==> src/rtl/openram_march_bist.sv <==
// March C- built-in self test for OpenRAM port 0. It is transparent while idle.
// While running it owns the port and reports pass/fail and the first failing address/element.
module openram_march_bist #(
    parameter int ADDR_WIDTH = 8,
    parameter int DATA_WIDTH = 32
) (
    input  logic                  wb_clk_i,
    input  logic                  wb_rst_n_i,
    input  logic                  bist_start_i,
    output logic                  bist_busy_o,
    output logic                  bist_done_o,
    output logic                  bist_pass_o,
    output logic [ADDR_WIDTH-1:0] fail_addr_o,
    output logic [2:0]            fail_elem_o,
    input  logic                  up_csb0_i,
    input  logic                  up_web0_i,
    input  logic [3:0]            up_wmask0_i,
    input  logic [ADDR_WIDTH-1:0] up_addr0_i,
    input  logic [DATA_WIDTH-1:0] up_dout0_i,
    output logic [DATA_WIDTH-1:0] up_din0_o,
    output logic                  ram_clk0,
    output logic                  ram_csb0,
    output logic                  ram_web0,
    output logic [3:0]            ram_wmask0,
    output logic [ADDR_WIDTH-1:0] ram_addr0,
    output logic [DATA_WIDTH-1:0] ram_dout0,
    input  logic [DATA_WIDTH-1:0] ram_din0
);
    typedef enum logic [2:0] {S_IDLE, S_WR, S_RD, S_CMP, S_DONE} state_t;

    localparam logic [ADDR_WIDTH-1:0] ADDR_TOP = '1;
    localparam logic [ADDR_WIDTH-1:0] ADDR_ONE = {{(ADDR_WIDTH-1){1'b0}}, 1'b1};

    function automatic logic is_down(input logic [2:0] e);
        return (e == 3'd3) || (e == 3'd4);
    endfunction

    // E0 and E5 have a single op per address; the others have two.
    function automatic logic is_last_op(input logic [2:0] e, input logic op);
        return ((e == 3'd0) || (e == 3'd5)) ? 1'b1 : op;
    endfunction

    function automatic logic is_write(input logic [2:0] e, input logic op);
        return (e == 3'd0) || op;
    endfunction

    function automatic logic [DATA_WIDTH-1:0] wr_pattern(input logic [2:0] e);
        return ((e == 3'd1) || (e == 3'd3)) ? {DATA_WIDTH{1'b1}} : '0;
    endfunction

    function automatic logic [DATA_WIDTH-1:0] rd_expect(input logic [2:0] e);
        return ((e == 3'd2) || (e == 3'd4)) ? {DATA_WIDTH{1'b1}} : '0;
    endfunction

    function automatic logic [ADDR_WIDTH-1:0] first_addr(input logic [2:0] e);
        return is_down(e) ? ADDR_TOP : '0;
    endfunction

    function automatic logic [ADDR_WIDTH-1:0] last_addr(input logic [2:0] e);
        return is_down(e) ? '0 : ADDR_TOP;
    endfunction

    state_t                state_q, state_d;
    logic [2:0]            elem_q, elem_d;
    logic [ADDR_WIDTH-1:0] addr_q, addr_d;
    logic                  op_q, op_d;
    logic                  busy_q, busy_d;
    logic                  done_q, done_d;
    logic                  pass_q, pass_d;
    logic [ADDR_WIDTH-1:0] faddr_q, faddr_d;
    logic [2:0]            felem_q, felem_d;
    logic                  csb_q, csb_d;
    logic                  web_q, web_d;
    logic [3:0]            wmask_q, wmask_d;
    logic [ADDR_WIDTH-1:0] caddr_q, caddr_d;
    logic [DATA_WIDTH-1:0] cdata_q, cdata_d;
    logic                  step;
    logic                  finish;

    always_comb begin
        state_d = state_q;
        elem_d  = elem_q;
        addr_d  = addr_q;
        op_d    = op_q;
        busy_d  = busy_q;
        done_d  = done_q;
        pass_d  = pass_q;
        faddr_d = faddr_q;
        felem_d = felem_q;
        step    = 1'b0;
        finish  = 1'b0;

        case (state_q)
            S_IDLE, S_DONE: begin
                if (bist_start_i) begin
                    state_d = S_WR;
                    elem_d  = '0;
                    addr_d  = '0;
                    op_d    = 1'b0;
                    busy_d  = 1'b1;
                    done_d  = 1'b0;
                    pass_d  = 1'b0;
                    faddr_d = '0;
                    felem_d = '0;
                end
            end
            S_WR:  step = 1'b1;
            S_RD:  state_d = S_CMP;
            S_CMP: begin
                if (ram_din0 != rd_expect(elem_q)) begin
                    state_d = S_DONE;
                    busy_d  = 1'b0;
                    done_d  = 1'b1;
                    pass_d  = 1'b0;
                    faddr_d = addr_q;
                    felem_d = elem_q;
                end else begin
                    step = 1'b1;
                end
            end
            default: state_d = S_IDLE;
        endcase

        // Advance to the next op: second op at this address, next address, or next element.
        if (step) begin
            if (!is_last_op(elem_q, op_q)) begin
                op_d = 1'b1;
            end else begin
                op_d = 1'b0;
                if (addr_q == last_addr(elem_q)) begin
                    if (elem_q == 3'd5) begin
                        finish = 1'b1;
                    end else begin
                        elem_d = elem_q + 3'd1;
                        addr_d = first_addr(elem_q + 3'd1);
                    end
                end else begin
                    addr_d = is_down(elem_q) ? addr_q - ADDR_ONE : addr_q + ADDR_ONE;
                end
            end
            if (finish) begin
                state_d = S_DONE;
                busy_d  = 1'b0;
                done_d  = 1'b1;
                pass_d  = 1'b1;
            end else begin
                state_d = is_write(elem_d, op_d) ? S_WR : S_RD;
            end
        end

        csb_d   = 1'b1;
        web_d   = 1'b1;
        wmask_d = 4'hF;
        caddr_d = caddr_q;
        cdata_d = cdata_q;
        if (state_d == S_WR) begin
            csb_d   = 1'b0;
            web_d   = 1'b0;
            caddr_d = addr_d;
            cdata_d = wr_pattern(elem_d);
        end else if (state_d == S_RD) begin
            csb_d   = 1'b0;
            caddr_d = addr_d;
        end
    end

    always_ff @(posedge wb_clk_i or negedge wb_rst_n_i) begin
        if (!wb_rst_n_i) begin
            state_q <= S_IDLE;
            elem_q  <= '0;
            addr_q  <= '0;
            op_q    <= 1'b0;
            busy_q  <= 1'b0;
            done_q  <= 1'b0;
            pass_q  <= 1'b0;
            faddr_q <= '0;
            felem_q <= '0;
            csb_q   <= 1'b1;
            web_q   <= 1'b1;
            wmask_q <= 4'hF;
            caddr_q <= '0;
            cdata_q <= '0;
        end else begin
            state_q <= state_d;
            elem_q  <= elem_d;
            addr_q  <= addr_d;
            op_q    <= op_d;
            busy_q  <= busy_d;
            done_q  <= done_d;
            pass_q  <= pass_d;
            faddr_q <= faddr_d;
            felem_q <= felem_d;
            csb_q   <= csb_d;
            web_q   <= web_d;
            wmask_q <= wmask_d;
            caddr_q <= caddr_d;
            cdata_q <= cdata_d;
        end
    end

    // busy_q alone selects the port owner, so reset returns the port to pass-through at once.
    assign ram_clk0    = wb_clk_i;
    assign ram_csb0    = busy_q ? csb_q   : up_csb0_i;
    assign ram_web0    = busy_q ? web_q   : up_web0_i;
    assign ram_wmask0  = busy_q ? wmask_q : up_wmask0_i;
    assign ram_addr0   = busy_q ? caddr_q : up_addr0_i;
    assign ram_dout0   = busy_q ? cdata_q : up_dout0_i;
    assign up_din0_o   = ram_din0;

    assign bist_busy_o = busy_q;
    assign bist_done_o = done_q;
    assign bist_pass_o = pass_q;
    assign fail_addr_o = faddr_q;
    assign fail_elem_o = felem_q;
endmodule

==> config.mk <==
export PLATFORM = sky130hd
export DESIGN_NAME = openram_march_bist
export DESIGN_NICKNAME = d
export VERILOG_FILES = /design/src/rtl/openram_march_bist.sv
export SDC_FILE = /design/constraint.sdc
export NUM_CORES = 1
export LEC_CHECK = 0
export ABC_AREA = 1
export ABC_CLOCK_PERIOD_IN_PS = 8330
export CORE_MARGIN = 5
export CORE_UTILIZATION = 42
export DETAILED_ROUTE_END_ITERATION = 8
export PLACE_DENSITY = 0.87
export SLEW_MARGIN = 25
export SYNTH_ARGS = -nofsm -noshare
export SYNTH_HDL_FRONTEND = slang
export SYNTH_SLANG_ARGS = --single-unit
==> constraint.sdc <==
create_clock -name wb_clk_i -period 8.33 [get_ports wb_clk_i]
set_input_delay 2.0825 -clock wb_clk_i [delete_from_list [all_inputs] [get_ports wb_clk_i]]
set_output_delay 2.0825 -clock wb_clk_i [all_outputs]
set_load 0.02 [all_outputs]
==> impl_metrics.ini <==
[run_status]
status = finished, final reports clean

[final_layout]
final_nets = 700
multiInputGateArea_sq_um = 1670
fill_cells = 581
drive_above_1_share_pct = 7.74
antennaDiodeCount = 0
seq_area_sq_um = 1000
post_layout_nonfiller_instances = 706
area_growth_syn_to_layout_pct = 54.7

[critical_path]
critPathKind = clock port to primary output
critPathCaptureType = primary output
cp_max_fo = 2
cp-start-kind = clock port
worstPathArrival_ns = 4.91
cp.required_ns = 6.25
ff2ff_path_depth = 19

[clocking]
clock_latency_ns = 0.41
cts.clk_slew.worst_paths_ns = 0.07
post_cts_buffers = 0
cts_resized = 0
cts_tree = built
cts_hold_buf = 0

[yosys]
synth_area_leaders = dfrtp_1 30%, nand2_1 22%, buf_4 7.9%
synth_fp_nets = 563
synth_ff_type = dfrtp_1
synth.top_cell.area_share_pct = 30.5
synthMostInstantiatedCell = nand2_1
synthArstFlopShare_pct = 100
synth_area_sq_um = 3120
synthTopCellsByCount = 184 x nand2_1, 38 x dfrtp_1, 36 x nor2_1
synth-seq-area-share_pct = 32.2
ys_ff_latch = 40
ys_warn_count = 0
synth-edff-count = 0
yosysTopAreaCell = dfrtp_1
syn-instance-count = 469
synth.distinct_cells = 35
syn_avg_cell_area_sq_um = 6.65

[power]
finalPower_uw = 1220
powerDensity_nw_per_um2 = 252
leakage_uw = 0.00237
internal-power_uw = 683
power_switching_uw = 535
comb_power_share_pct = 56.5
pwr-share-seq_pct = 25.4
peakVddDrop_v = 0.000193
p_sw_share_pct = 43.9
clock_power_share_pct = 18.1

[floorplan]
ioPinCount = 174
start_util_pct = 43.0
core_sq_um = 7250
die_area_sq_um = 9250
die_w_um = 96.2
rows = 31
die_h_um = 96.2

[routing]
drt_first_pass_iters = 5
wl_per_cell_um = 15.1
final_antenna_net_count = 0
drt_iter0_drc = 165
viasPerCell = 4.94
drcViolationCount = 0
num_vias = 3487
finalWirelength_um = 10600

[run]
maxCapViolations = 0

[timing]
drv_slew = 0
hold_viol = 0
setup_viol = 0
clock_skew_ns = 0.0109
slew_headroom_pct = 35.4
rsz0062_at_grt = false
finalWorstSetupSlack_ns = 1.33
tns_ns = 0
worst_pin_slew_ns = 0.967

[place]
portBuffers = 173
dpl.hpwl_um = 8720
gp_congestion = 0.833
placed_cells = 695
dp_slack_ns = 1.57

[worst_hold_path]
hp-class = flop to flop
whs_path_depth = 2

[grt]
antenna_found_initial = 0
grt_max_degree = 44
track_usage_pct = 22.7
grt_pass1_wl_um = 16200
grt_overflow = 0
grt_pass1_vias = 3249
per-layer routing:
metal  vias up  GRT usage, %  wire length (um)
li1       1723             -                 -
met1      1595          25.8              3990
met2       143          39.0              5370
met3        26          5.71               908
met4         0          11.5               361
met5         -             0                 0
final cells by class:
class | instances | share of cell area, %
clock buffer | 10 | 2.77
clock inverter | 2 | 0.803
inverter | 39 | 3.03
multi-input combinational | 344 | 34.5
sequential | 40 | 20.8
tap | 99 | 2.57
timing repair buffer | 172 | 35.6
cells in the final DEF, fill, tap and decap left out:
cell type and instances:
xnor2_1 1, nand2_1 184, o311ai_0 1, inv_1 35, dfrtp_1 38, a21oi_2 2
bufinv_16 1, buf_2 1, dfstp_2 2, inv_2 4, o21ai_1 2, o31ai_1 7
or2_2 8, nand2_2 10, nand4_2 1, nand4_1 9, fa_1 1, o211ai_1 1
nor2_4 1, clkbuf_8 9, clkinv_4 1, xor2_1 1, ha_1 12, o21a_1 1
mux2_2 1, clkdlybuf4s50_1 172, a21oi_1 6, o21ai_2 3, nor2_2 2, nand3_2 1
nor3_1 1, nor2_1 36, o21ai_0 18, nand3_1 34
critical path, stage by stage:
cell and delay [ns]:
clkbuf_8 0.11, clkbuf_8 0.12, clkdlybuf4s50_1 0.52
power by group through the flow:
stage	logic (uW)	registers (uW)	clock network, uW
after floorplan	411	323	14.0
after global placement	663	310	16.1
after detailed placement	683	314	16.1
after CTS	690	310	224
after global routing	758	318	237
final	688	309	221
registers in the layout, summed over array words and instances, names as in the netlist, 3 cells and up:
signal and flops:
addr_q 8, caddr_q 8, fail_addr_o 8, elem_q 3, fail_elem_o 3, state_q 3
cells by family (layout without fill, tap and decap cells):
group                      after synthesis  in the layout  share of synthesized area (%)
buffers and inverters                   85            223                           14.5
DFF                                     40             40                           32.2
AOI/OAI and AO/OA                       41             41                           8.02
muxes                                    1              1                          0.361
and+or+nand+nor                        287            287                           39.0
xor gates and xnor gates                 2              2                          0.561
adders and majority gates               13             13                           5.45
worst paths after layout:
check,start,endpoint,slack [ns]
hold reg to reg,cdata_q[30],cdata_q[30],0.50
min in group asynchronous,wb_rst_n_i,addr_q[7],1.78
max in group asynchronous,wb_rst_n_i,fail_addr_o[7],6.00
setup reg to reg,elem_q[1],caddr_q[4],4.95
setup / recovery,wb_clk_i,ram_clk0,1.33
hold / removal,cdata_q[30],cdata_q[30],0.50
metrics by stage:
stage / area (sq um) / utilization, % / hold slack (ns)
global placement: 4670 / 64.3 / 0.481
global route: 4830 / 66.6 / 0.524
finish: 4830 / 66.6 / 0.503
floorplan: 3120 / - / 0.459
CTS: 4830 / 66.6 / 0.505
detailed placement: 4670 / 64.3 / 0.488
(Power assumes the default switching activity.)
